[src/rtl/tt_um_hoene_input_arbiter.sv]
// ----------------------------------------------------------------------------
// tt_um_hoene_input_arbiter
//
// Multi-channel smart-LED input arbiter. Every raw data line is synchronised
// and glitch-filtered. The first channel to show a clean rising edge is
// locked, and its filtered level is forwarded to the LED protocol decoder.
// The lock is released once the locked channel has been quiet for
// IDLE_TIMEOUT cycles. Test mode pins the selection to a given channel.
//
// Ports
//   clk        in   clock
//   rst_n      in   asynchronous reset, active low
//   in         in   [NUM_IN]  raw asynchronous data inputs
//   test_mode  in   force lock onto test_sel, timeout disabled
//   test_sel   in   [SEL_W]   channel forced in test mode
//   out        out  filtered data of the locked channel, 0 when not locked
//   locked     out  1 = a channel is selected
//   sel        out  [SEL_W]   index of the selected channel
//   active     out  [NUM_IN]  per-channel filtered level
//
// State   | meaning
// SEARCH  | no channel selected, waiting for the first filtered rising edge
// LOCKED  | sel is forwarded to out, idle timer running (unless test mode)
// ----------------------------------------------------------------------------
module tt_um_hoene_input_arbiter #(
    parameter int NUM_IN       = 4,
    parameter int FILTER_MAX   = 3,
    parameter int IDLE_TIMEOUT = 1024,
    localparam int SEL_W       = $clog2(NUM_IN)
) (
    input  logic              clk,
    input  logic              rst_n,
    input  logic [NUM_IN-1:0] in,
    input  logic              test_mode,
    input  logic [SEL_W-1:0]  test_sel,
    output logic              out,
    output logic              locked,
    output logic [SEL_W-1:0]  sel,
    output logic [NUM_IN-1:0] active
);

    localparam int CNT_W  = $clog2(FILTER_MAX + 1);
    localparam int IDLE_W = $clog2(IDLE_TIMEOUT);
    localparam logic [CNT_W-1:0]  CNT_MAX   = CNT_W'(FILTER_MAX);
    localparam logic [IDLE_W-1:0] IDLE_LAST = IDLE_W'(IDLE_TIMEOUT - 1);

    typedef enum logic {SEARCH = 1'b0, LOCKED = 1'b1} state_t;

    logic [NUM_IN-1:0] sync1_q, sync2_q;
    logic [CNT_W-1:0]  cnt_q [NUM_IN];
    logic [CNT_W-1:0]  cnt_d [NUM_IN];
    logic [NUM_IN-1:0] filt_q, filt_d, filt_dly_q;
    logic [NUM_IN-1:0] rise;
    logic [SEL_W-1:0]  rise_idx;
    logic [SEL_W-1:0]  sel_q;
    logic [IDLE_W-1:0] idle_q;
    state_t            state_q;
    logic              sel_trans;

    // Saturating integrator with hysteresis: filt only flips at the rails.
    always_comb begin
        for (int i = 0; i < NUM_IN; i++) begin
            cnt_d[i]  = cnt_q[i];
            filt_d[i] = filt_q[i];
            if (sync2_q[i]) begin
                if (cnt_q[i] != CNT_MAX) cnt_d[i] = cnt_q[i] + 1'b1;
            end else begin
                if (cnt_q[i] != '0) cnt_d[i] = cnt_q[i] - 1'b1;
            end
            if (cnt_d[i] == CNT_MAX)  filt_d[i] = 1'b1;
            else if (cnt_d[i] == '0)  filt_d[i] = 1'b0;
        end
    end

    always_ff @(posedge clk or negedge rst_n) begin
        if (!rst_n) begin
            sync1_q    <= '0;
            sync2_q    <= '0;
            filt_q     <= '0;
            filt_dly_q <= '0;
            for (int i = 0; i < NUM_IN; i++) cnt_q[i] <= '0;
        end else begin
            sync1_q    <= in;
            sync2_q    <= sync1_q;
            filt_q     <= filt_d;
            filt_dly_q <= filt_q;
            for (int i = 0; i < NUM_IN; i++) cnt_q[i] <= cnt_d[i];
        end
    end

    assign rise = filt_q & ~filt_dly_q;

    // Lowest index wins: scan downwards so the last hit is the smallest.
    always_comb begin
        rise_idx = '0;
        for (int i = NUM_IN - 1; i >= 0; i--) begin
            if (rise[i]) rise_idx = SEL_W'(i);
        end
    end

    // A filt change about to land on the selected channel resets the idle
    // timer on the same edge the level changes.
    assign sel_trans = filt_d[sel_q] != filt_q[sel_q];

    always_ff @(posedge clk or negedge rst_n) begin
        if (!rst_n) begin
            state_q <= SEARCH;
            sel_q   <= '0;
            idle_q  <= '0;
        end else if (test_mode) begin
            state_q <= LOCKED;
            idle_q  <= '0;
            sel_q   <= (32'(test_sel) < NUM_IN) ? test_sel : '0;
        end else begin
            case (state_q)
                SEARCH: begin
                    if (|rise) begin
                        sel_q   <= rise_idx;
                        state_q <= LOCKED;
                        idle_q  <= '0;
                    end
                end
                LOCKED: begin
                    if (sel_trans) begin
                        idle_q <= '0;
                    end else if (idle_q == IDLE_LAST) begin
                        state_q <= SEARCH;
                        idle_q  <= '0;
                    end else begin
                        idle_q <= idle_q + 1'b1;
                    end
                end
                default: state_q <= SEARCH;
            endcase
        end
    end

    assign locked = (state_q == LOCKED);
    assign sel    = sel_q;
    assign out    = locked & filt_q[sel_q];
    assign active = filt_q;

endmodule

[config.mk]
export PLATFORM = sky130hd
export DESIGN_NAME = tt_um_hoene_input_arbiter
export DESIGN_NICKNAME = d
export VERILOG_FILES = /design/src/rtl/tt_um_hoene_input_arbiter.sv
export SDC_FILE = /design/constraint.sdc
export NUM_CORES = 1
export LEC_CHECK = 0
export CAP_MARGIN = 25
export CORE_UTILIZATION = 49
export CTS_CLUSTER_DIAMETER = 200
export DETAILED_ROUTE_END_ITERATION = 8
export PLACE_DENSITY = 0.78
export SLEW_MARGIN = 20
export SYNTH_ARGS = -nofsm -noshare
export SYNTH_HDL_FRONTEND = slang
export SYNTH_SLANG_ARGS = --single-unit
export TNS_END_PERCENT = 50
[constraint.sdc]
create_clock -name clk -period 2.12 [get_ports clk]
set_input_delay 0.424 -clock clk [delete_from_list [all_inputs] [get_ports clk]]
set_output_delay 0.424 -clock clk [all_outputs]
set_load 0.05 [all_outputs]
## Word level (Yosys, flattened, before mapping)

Cells that the tools add are included.

| word-level totals | value |
|---|---|
| flip-flop bits (word level) | 37 |
| bits in latches | 0 |
| RAM bits | 0 |
| bits in read-only memories | 0 |
| input port bits | 9 |
| output and inout port bits | 8 |
| memories kept | 0 |

| operators by class | value |
|---|---|
| $add $sub $neg | 9 |
| multiply operators | 0 |
| div/mod/pow operators | 0 |
| magnitude comparators | 1 |
| equality and inequality tests | 12 |
| shifts and indexed selects | 0 |
| muxes and demuxes | 41 |
| bitwise operators | 4 |
| reduce and logical (&&, ||, !) cells | 11 |

Operators by type and width:

| operator | number |
|---|---|
| 2-to-1 mux 10 bit | 4 |
| 2-to-1 mux 2 bit | 19 |
| case mux 10 bit (2 select lines) | 1 |
| 2-to-1 mux 1 bit | 14 |
| adder 10 x 1 -> 10 bit, second input constant | 1 |
| == test 10 bit, second input constant | 1 |
| != test 2 bit, second input constant | 5 |
| nonzero test 2 bit | 5 |
| adder 2 x 1 -> 2 bit, second input constant | 4 |
| == test 2 bit, second input constant | 4 |
| zero test 2 bit | 4 |
| subtractor 2 x 1 -> 2 bit, second input constant | 4 |
| AND 4 bit | 1 |
| binary-select mux 1 bit (select 2 bit) | 2 |
| NOT 4 bit | 1 |
| OR reduction 4 bit | 1 |
| < comparator 2 x 3 -> 1 bit, second input constant | 1 |
| != test 3 bit, second input constant | 1 |
| case mux 1 bit (2 select lines) | 1 |
| AND reduction 2 bit | 1 |
| AND 1 bit | 1 |
| != test 1 bit | 1 |
| NOT 1 bit | 1 |

## Logic depth before layout (Yosys ltp)

| depth | value |
|---|---|
| depth in word-level cells | 12 |
| gate-level depth with buffers | 6 |

## Worst setup path after synthesis

No wires, ideal clock.

| path | value |
|---|---|
| path kind | reg-to-reg |
| from | reg filt_q[3] (netlist: active[3]) |
| to | reg idle_q[6] |
| arrival time | 2.255 ns |
| data required time | 2.044 ns |
| slack | -0.212 ns |
| stages on the path, launching flop included | 6 |
| buffers on the path | 0 |
| period minus slack after synthesis | 2.332 ns |
| cell sequence | dfrtp_1 > maj3_2 > mux4_2 > mux2_4 > or4_1 > o21ai_1 |

| between the ends | value |
|---|---|
| cells in the longest elaborated chain, start to end | 8 |
| elaborated cells between the ends (all ways) | 13 |
| those cells by class | 2 x eq/ne; 9 x mux; 1 x bitwise; 1 x reduce/logical |

Ends and longest elaborated chain:

| element | line | text |
|---|---|---|
| start, declared | 52 | `logic [NUM_IN-1:0] filt_q, filt_d, filt_dly_q;` |
| start signal, assigned | 85 | `filt_q <= filt_d;` |
| 2-to-1 mux 1 bit | 71 | `else if (cnt_d[i] == '0) filt_d[i] = 1'b0;` |
| 2-to-1 mux 1 bit | 70 | `if (cnt_d[i] == CNT_MAX) filt_d[i] = 1'b1;` |
| net filt_d[3] | 52 |  |
| binary-select mux 1 bit (select 2 bit) | 103 | `assign sel_trans = filt_d[sel_q] != filt_q[sel_q];` |
| 2-to-1 mux 1 bit (not written as such) | 103 |  |
| != test 1 bit | 103 |  |
| 2-to-1 mux 10 bit | 124 | `if (sel_trans) begin` |
| case mux 10 bit (2 select lines) | 115 | `case (state_q)` |
| 2-to-1 mux 10 bit | 110 | `end else if (test_mode) begin` |
| end signal, assigned | 130 | `idle_q <= idle_q + 1'b1;` |
| end, declared | 56 | `logic [IDLE_W-1:0] idle_q;` |

The timed path passes the listed nets, and every way through them passes these cells. The select of a mux whose other input is x is not followed.
A chain may end at the register's enable or synchronous reset.

## Final worst setup path

Same ends and word-level chain as after synthesis.

==> results by group <==
Run status
  – Outcome: finished, violations left
  – Failing checks: setup timing

Finish
  – Post-Layout Cell Count: 211
  – Area growth, synth to finish: 29.9%
  – Ant. Diodes: 0
  – Layout Nets: 176
  – Share of cells above drive strength 1: 25.7%
  – Fill cells: 223
  – Area occupied by multi-input gates: 603 sq um
  – Register Area: 932 sq um

Timing
  – Fmax: 465 MHz
  – Final setup viols: 1
  – Post-layout min period: 2150 ps
  – Hold Vio Cnt, Final: 0
  – Worst Max-Slew Pin Slew: 510 ps
  – Final Cycle Share: 101%
  – Clock Skews: 9.76 ps
  – Max Slew Vio Count: 0
  – Slew HR: 65.9%
  – Worst setup margin: -31.5 ps
  – Unrepaired setup endpoints after global routing: true

Synth
  – Post-Syn Instances: 128
  – Area contributors post-synth: dfrtp_1 60%, maj3_1 5.2%, maj3_2 2.9%
  – Cell Area, Synth: 0.00155 sq mm
  – Fraction of registers with async set/reset: 100%
  – Most frequent cells after synthesis: 37 x dfrtp_1, 11 x nand2_1, 10 x inv_1
  – Synth top area share: 59.7%
  – Mean post-synth cell area: 12.1 sq um
  – Yosys top cell by area: dfrtp_1
  – Seq/Total Area, Yosys: 59.7%
  – Main synth FF type: dfrtp_1
  – Synth warn: 0
  – Syn nets: 138
  – EDFF count, synth: 0
  – Post-synth cell types: 33
  – Yosys reg bits: 37
  – Most frequent cell after synthesis: dfrtp_1

Power and ir drop
  – Combinational share of power: 45.3%
  – PD cells: 1410 mW/mm^2
  – Sequential share of power: 37.1%
  – VDD IR max: 0.000868 V
  – Internal power: 1.80 mW
  – Pwr Total: 2.85 mW
  – Psw: 1.05 mW
  – Clock Power Share: 17.7%
  – P_leak: 0.843 nW
  – Net Sw Frac: 36.9%

Clock network
  – CTS H-tree lvls: 2
  – Clk buf depth: 2
  – Clock sinks: 37
  – Worst-Skew Late Latency: 340 ps
  – Root Driver: clkbuf_4
  – CTS buffer count: 5
  – Cts hold-fix bufs: 0
  – Clock Pin Slew Worst Setup and Hold Paths: 110 ps
  – CTS tree: yes

Route
  – DR iter-0 viols: 55
  – DRC: 0
  – Final WL: 2.89 mm
  – Drt wl/cell: 13.7 um
  – Total iterations of the first detailed-routing run: 4
  – Via density: 5.24
  – Final ANT Viol Nets: 0
  – Via Count: 1105

Placement
  – Final Wtd Congestion: 0.829
  – Port Buffers: 16
  – Placed cells: 197
  – Estimated wirelength of the detail-placed design: 2.06 mm

Critical path
  – Worst path arrival time: 2430 ps
  – Worst r2r src: active[3]
  – Type of the worst setup path: flip-flop to flip-flop
  – Reg2reg setup slack: -30 ps
  – Reg-to-reg endpoint: idle_q[6]
  – Crit path launch type: flip-flop
  – CP max FO: 2
  – Worst EP required: 2400 ps
  – R2R depth: 5
  – Setup crit end kind: flip-flop

Min path
  – Hold_sp: sync1_q[0]
  – Hold Path Class: flip-flop to flip-flop
  – Hold Path Stages: 0
  – WHS Endpoint: sync2_q[0]

Floorplan
  – DIE AREA: 0.00339 sq mm
  – Starting density of the core: 51.2%
  – Overall die height: 58.2 um
  – I/O Pins: 17
  – Die W: 58.2 um
  – Core area: 0.00303 sq mm
  – Cell Rows: 20

Global routing
  – GRT Total Usage: 19.7%
  – Total congestion overflow: 0
  – First-pass GRT wire length: 4.76 mm
  – Largest net degree at the start of global routing: 38
  – Vias in the first global route: 1072
  – Antenna violations before repair: 0

Flow run
  – Total of max-cap violations: 0
metrics by stage:
stage          utilization (%)  setup WS [ps]  hold slack, ps  setup TNS, ps  area [sq um]
2_1_floorplan                -          -88.6             128           -167          1560
3_3_place_gp              60.8           51.1             336              0          1840
3_5_place_dp              60.8          -16.9             335          -16.9          1840
4_1_cts                   64.5          -29.4             359          -52.2          1950
5_1_grt                   66.5          -63.1             363           -111          2010
6_report                  66.5          -31.5             356          -31.5          2010
routing by layer:
| layer | wire length [um] | part of all wire (%) | track usage (%) | vias to the layer above |
|---|---|---|---|---|
| met5 | 0 | 0 | 0 | - |
| met4 | 35 | 1.2 | 10.9 | 0 |
| met3 | 138 | 4.8 | 5.13 | 3 |
| met2 | 1520 | 53 | 32.7 | 34 |
| met1 | 1190 | 41 | 23.4 | 541 |
| li1 | - | - | - | 527 |
layout make-up:
cell class,instances,share of cell area [%]
sequential,37,46.3
multi-input combinational,80,29.9
timing repair buffer,32,15.0
clock buffer,7,2.73
tap,44,2.73
inverter,10,1.86
clock inverter,1,1.49
power by group through the flow:
stage / Sequential [mW] / Clock, mW / Combinational, mW
finish: 1.06 / 0.503 / 1.29
detailed placement: 1.07 / 0 / 1.17
CTS: 1.06 / 0.521 / 1.23
floorplan: 1.26 / 0 / 0.541
global route: 1.08 / 0.546 / 1.39
global placement: 1.06 / 0 / 1.14
how the worst max path moves through the flow:
stage                     from        end  slack, ps  cells past startpoint
floorplan            active[3]  idle_q[6]        -90                      5
global placement    sync2_q[3]  idle_q[6]         50                      5
detailed placement  sync2_q[3]  idle_q[6]        -20                      5
CTS                  active[3]  idle_q[6]        -30                      5
global route        sync2_q[1]  idle_q[6]        -60                      5
finish               active[3]  idle_q[6]        -30                      5
flip-flops by register name (all words and copies together) (netlist names):
register,flops
active,4
cnt_q,8
filt_dly_q,4
idle_q,10
locked,1
sel,2
sync1_q,4
sync2_q,4
critical path, cell delays in order, from the launching register on:
cell     delay (ps)
dfrtp_2         430
maj3_2          310
mux4_2          530
mux2_4          320
or4_1           400
o21ai_1          90
cells in the final DEF (no fill, tap or decap), types with 3 or more instances in the layout:
cell type,count
a21oi_1,6
buf_4,13
buf_6,3
clkbuf_4,5
clkdlybuf4s50_1,13
dfrtp_1,32
dfrtp_2,5
inv_1,10
maj3_1,8
maj3_2,4
nand2_1,11
nand3_1,5
nor2_1,3
nor2b_1,3
nor3_1,5
o21ai_0,8
what timing repair did:
action / CTS / global route
hold endpoints to repair: 0 / 0
gates resized for setup: 4 / 6
pin swaps: 1 / 2
setup endpoints to repair: 2 / 7
setup buffers: 2 / 4
kinds of logic (layout without fill, tap and decap cells):
| logic type | count (synthesis) | in the layout | synth area share, % |
|---|---|---|---|
| buf+inv | 11 | 50 | 2.66 |
| compound gates | 23 | 23 | 10.2 |
| flops | 37 | 37 | 59.7 |
| xor+xnor | 3 | 3 | 1.70 |
| fa+ha+maj | 13 | 13 | 8.88 |
| simple gates | 37 | 37 | 12.1 |
| mux | 4 | 4 | 4.76 |
No activity file was read; power rests on OpenSTA's default activity.
